<file path="src/rtl/wb_dmem_bus_if.sv">
// Data-side Wishbone classic master for the memory stage: one bus cycle per request,
// with pipeline stall handshake, flush cancellation and an ack timeout.
module wb_dmem_bus_if #(
  parameter int unsigned TIMEOUT_CYCLES = 255
) (
  input  logic        clk,
  input  logic        rst,
  input  logic        stall_i,
  input  logic        flush_i,
  input  logic        cpu_ce_i,
  input  logic        cpu_we_i,
  input  logic [31:0] cpu_addr_i,
  input  logic [3:0]  cpu_sel_i,
  input  logic [31:0] cpu_data_i,
  output logic [31:0] cpu_data_o,
  output logic        stallreq_o,
  output logic        bus_err_o,
  output logic [31:0] wb_adr_o,
  output logic [31:0] wb_dat_o,
  input  logic [31:0] wb_dat_i,
  output logic        wb_we_o,
  output logic [3:0]  wb_sel_o,
  output logic        wb_stb_o,
  output logic        wb_cyc_o,
  input  logic        wb_ack_i
);

  localparam logic [15:0] CntMax = 16'(TIMEOUT_CYCLES - 1);

  typedef enum logic [1:0] {StIdle, StBusy, StWaitStall} state_e;

  state_e      state_q, state_d;
  logic [31:0] adr_q, adr_d;
  logic [31:0] dat_q, dat_d;
  logic        we_q, we_d;
  logic [3:0]  sel_q, sel_d;
  logic        stb_q, stb_d;
  logic [31:0] rbuf_q, rbuf_d;
  logic [15:0] cnt_q, cnt_d;
  logic        err_q, err_d;
  logic        stallreq;

  always_ff @(posedge clk or negedge rst) begin
    if (!rst) begin
      state_q <= StIdle;
      adr_q   <= '0;
      dat_q   <= '0;
      we_q    <= 1'b0;
      sel_q   <= '0;
      stb_q   <= 1'b0;
      rbuf_q  <= '0;
      cnt_q   <= '0;
      err_q   <= 1'b0;
    end else begin
      state_q <= state_d;
      adr_q   <= adr_d;
      dat_q   <= dat_d;
      we_q    <= we_d;
      sel_q   <= sel_d;
      stb_q   <= stb_d;
      rbuf_q  <= rbuf_d;
      cnt_q   <= cnt_d;
      err_q   <= err_d;
    end
  end

  always_comb begin
    state_d    = state_q;
    adr_d      = adr_q;
    dat_d      = dat_q;
    we_d       = we_q;
    sel_d      = sel_q;
    stb_d      = stb_q;
    rbuf_d     = rbuf_q;
    cnt_d      = cnt_q;
    err_d      = 1'b0;
    stallreq   = 1'b0;
    cpu_data_o = rbuf_q;

    case (state_q)
      StIdle: begin
        if (cpu_ce_i && !flush_i) begin
          stallreq = 1'b1;
          adr_d    = cpu_addr_i;
          dat_d    = cpu_data_i;
          we_d     = cpu_we_i;
          sel_d    = cpu_sel_i;
          stb_d    = 1'b1;
          cnt_d    = '0;
          state_d  = StBusy;
        end
      end
      StBusy: begin
        if (wb_ack_i) begin
          // Ack wins over a simultaneous flush: the access has already happened.
          cpu_data_o = wb_dat_i;
          if (!we_q) rbuf_d = wb_dat_i;
          {adr_d, dat_d, we_d, sel_d, stb_d} = '0;
          state_d = (stall_i && !flush_i) ? StWaitStall : StIdle;
        end else if (flush_i) begin
          {adr_d, dat_d, we_d, sel_d, stb_d} = '0;
          state_d = StIdle;
        end else if (cnt_q == CntMax) begin
          {adr_d, dat_d, we_d, sel_d, stb_d} = '0;
          rbuf_d  = '1;
          err_d   = 1'b1;
          state_d = StIdle;
        end else begin
          stallreq = 1'b1;
          cnt_d    = cnt_q + 16'd1;
        end
      end
      StWaitStall: begin
        // Hold off until the pipeline moves past the completed request.
        if (flush_i || !stall_i) state_d = StIdle;
      end
      default: state_d = StIdle;
    endcase
  end

  assign stallreq_o = stallreq & rst;
  assign bus_err_o  = err_q;
  assign wb_adr_o   = adr_q;
  assign wb_dat_o   = dat_q;
  assign wb_we_o    = we_q;
  assign wb_sel_o   = sel_q;
  assign wb_stb_o   = stb_q;
  assign wb_cyc_o   = stb_q;

endmodule

</file>
<file path="config.mk">
export PLATFORM = sky130hd
export DESIGN_NAME = wb_dmem_bus_if
export DESIGN_NICKNAME = d
export VERILOG_FILES = /design/src/rtl/wb_dmem_bus_if.sv
export SDC_FILE = /design/constraint.sdc
export NUM_CORES = 1
export LEC_CHECK = 0
export ABC_AREA = 0
export BUFFER_PORTS_ARGS = -buffer_cell sky130_fd_sc_hd__buf_2
export CAP_MARGIN = 20
export CORE_MARGIN = 4
export CORE_UTILIZATION = 40
export CTS_BUF_LIST = sky130_fd_sc_hd__clkbuf_16
export CTS_CLUSTER_DIAMETER = 150
export CTS_CLUSTER_SIZE = 24
export DETAILED_ROUTE_END_ITERATION = 16
export PLACE_DENSITY = 0.68
export SYNTH_ARGS = -nofsm -noshare
export SYNTH_HDL_FRONTEND = slang
export SYNTH_SLANG_ARGS = --single-unit
</file>
<file path="constraint.sdc">
create_clock -name clk -period 2.65 [get_ports clk]
set_input_delay 0 -clock clk [delete_from_list [all_inputs] [get_ports clk]]
set_output_delay 0 -clock clk [all_outputs]
set_load 0.1 [all_outputs]
</file>
==> results_dict.tcl <==
set metrics [dict create \
    portBuffers 211 \
    critPathSlowestCell "or4_4" \
    period_needed_ns 2.590 \
    crit_buf_inv 2 \
    vias_per_cell 5.286 \
    synth_edf_count 0 \
    worstPathArrival_ns 2.59 \
    slowest_delay_ns 0.57 \
    wl_um 16240 \
    finalSetupViolCount 0 \
    p_leak_uw 0.003990 \
    cts_buffers 17 \
    powerDensity_mw_per_mm2 983.1 \
    io_pins 212 \
    synthesis.area_mm2 0.005275 \
    dpl.hpwl_um 9540 \
    grt_pass1_wl_um 25540 \
    synth_area_leader_cell "dfrtp_1" \
    clk_latency_ns 0.41 \
    yosysSeqAreaShare_pct 57.40 \
    crit_top_cell "or4_4" \
    final_nets 848 \
    syn2layout_area_growth_pct 55.83 \
    worstHoldPathType "in -> reg" \
    grt-ovfl-total 0 \
    final_common_cell "buf_2" \
    fin_crit_sh_pct 97.72 \
    vdd_drop_max_mv 0.5947 \
    crit_chain "or4_4, or4_4, a21oi_4, inv_2, and3_1, buf_6" \
    critPathKind "reg -> out" \
    cp_data_required_time_ns 2.65 \
    synthArstFlopShare_pct 100.0 \
    cts_max_level 4 \
    finalMaxSlewViolations 0 \
    clock-skew-final_ns 0.01031 \
    die_area_mm2 0.01509 \
    layout_common_cells "209 x buf_2, 119 x dfrtp_1, 106 x dlygate4sd3_1" \
    finalHoldViolCount 0 \
    grt_max_degree 122 \
    startpoint_type "flop" \
    drive_above_1_share_pct 42.21 \
    end_kind "output port" \
    fin_ws_ns 0.06047 \
    fmax_ghz 0.3862 \
    clk_pin_slew_worst_paths_ns 0.06 \
    path_delay_family "simple AND/OR/NAND/NOR gates" \
    avgRoutedWirePerCell_um 17.59 \
    antenna_found_initial 0 \
    start_util_pct 41.30 \
    finalSetupTns_ns 0 \
    ant_nets 0 \
    fp.dieH_um 122.8 \
    grt.total_usage_pct 21.73 \
    drt_iter0_markers 324 \
    synth.area.top_cells "dfrtp_1 57%, mux2_2 12%, a22o_1 11%" \
    yosysUniqueCellTypes 37 \
    core_area_mm2 0.01277 \
    netlist_instances 418 \
    cap_violations 0 \
    cts_buffer_depth 2 \
    diodes 0 \
    tightest_slew_ns 0.7382 \
    first_global_vias 5114 \
    cts_sinks 121 \
    syn_nets 527 \
    r2r_slack_ns 0.11 \
    yosys_register_bits 121 \
    slew_headroom_pct 50.33 \
    dieWidth_um 122.8 \
    cts_root_buf "clkbuf_16" \
    cts_tree "yes" \
    synth_top_area_share_pct 57.40 \
    n_fill_cell 933 \
    vias 4879 \
    ys.flop_type "dfrtp_1" \
    drc 0 \
    place_ws_ns 0.2621 \
    outcome "finished clean" \
    synth.avg_cell_area_um2 12.62 \
    rows 41 \
    dr.pass1.iters 4 \
    gp_congestion 0.9093 \
    critical_path.max_fanout 6 \
    ys_warn_count 0 \
]
[cell type report]
class                      count  area [um^2]  share of cell area (%)
sequential                   121         3030                   36.86
timing repair buffer         330         2261                   27.50
multi-input combinational    263         2100                   25.54
clock buffer                  17        425.4                   5.175
tap                          172        215.2                   2.618
clock inverter                14        166.4                   2.024
inverter                       6        22.52                  0.2740
[repair_timing]
action                                 in CTS  in global routing
setup endpoints to repair                   1                  1
pin swaps                                   0                  1
endpoints found under the hold margin     224                  0
hold buffers                              106                  0
buffers inserted                            0                  1
resized for setup                           4                  3
[where the power goes]
part / switching (uW) / internal [uW]
sequential: 171 / 2150
combinational: 2710 / 727
clock: 784 / 1540
total: 3660 / 4420
[registers in the layout, summed over array words and instances (netlist names)]
register	cells
wb_sel_o	4
wb_dat_o	32
state_q	2
cnt_q	16
bus_err_o	1
wb_we_o	1
wb_adr_o	32
wb_cyc_o	1
rbuf_q	32
[path summary, 6_finish.rpt]
check / end / start / depth (start not counted)
worst min-delay path: state_q[0]$_DFFE_PN0P_ / flush_i / 4
min in group asynchronous: cnt_q[13]$_DFFE_PN0P_ / rst / 3
worst min register to register: rbuf_q[7]$_DFFE_PN0P_ / rbuf_q[7]$_DFFE_PN0P_ / 1
worst max-delay path: stallreq_o / cnt_q[13]$_DFFE_PN0P_ / 6
max in group asynchronous: cnt_q[2]$_DFFE_PN0P_ / rst / 3
worst max register to register: rbuf_q[5]$_DFFE_PN0P_ / cnt_q[13]$_DFFE_PN0P_ / 7
[per-stage QoR]
stage | hold slack, ns | area [um^2] | util [%] | cells | total power [uW]
final | 0.07819 | 8220 | 64.35 | 923 | 8082
after global routing | 0.09015 | 8220 | 64.35 | 923 | 8341
after CTS | 0.07801 | 8200 | 64.20 | 922 | 8104
after detailed placement | 0.2070 | 6540 | 51.20 | 785 | 5628
after global placement | 0.1935 | 6540 | 51.20 | 785 | 5595
after floorplan | -0.2956 | 5275 | - | 418 | 5075
[worst min-delay path, stage by stage]
cell and delay, ns:
buf_2 0.12, nor3_1 0.10, a21oi_4 0.14, inv_2 0.07
[cells in the mapped netlist (all sizes together) (2+ instances only)]
cell type	number
ha	2
o31ai	2
or4	3
nor2	10
nor3	4
dfrtp	121
nand2	15
or3	3
buf	12
nor4	3
and3	3
nand3	7
nand2b	35
a31oi	5
clkbuf	16
a22o	69
o21ai	23
nand4	4
inv	6
a21oi	4
mux2	64
[routing by layer]
metal  track usage [%]  vias to the layer above  share of wire [%]
met5                 0                        -                  0
met4             10.29                        0                2.9
met3             7.051                       38                9.4
met2             34.47                      260                 47
met1             26.87                     2388                 40
li1                  -                     2193                  -
[logic make-up (layout without fill, tap and decap cells)]
family | count (synthesis) | in the layout | synth area share (%)
compound gates | 106 | 106 | 15.42
simple gates | 91 | 91 | 9.939
flops | 121 | 121 | 57.40
fa+ha+maj | 2 | 2 | 0.4743
buf+inv | 34 | 367 | 3.107
mux | 64 | 64 | 13.66
No activity file was read; power rests on OpenSTA's default activity.
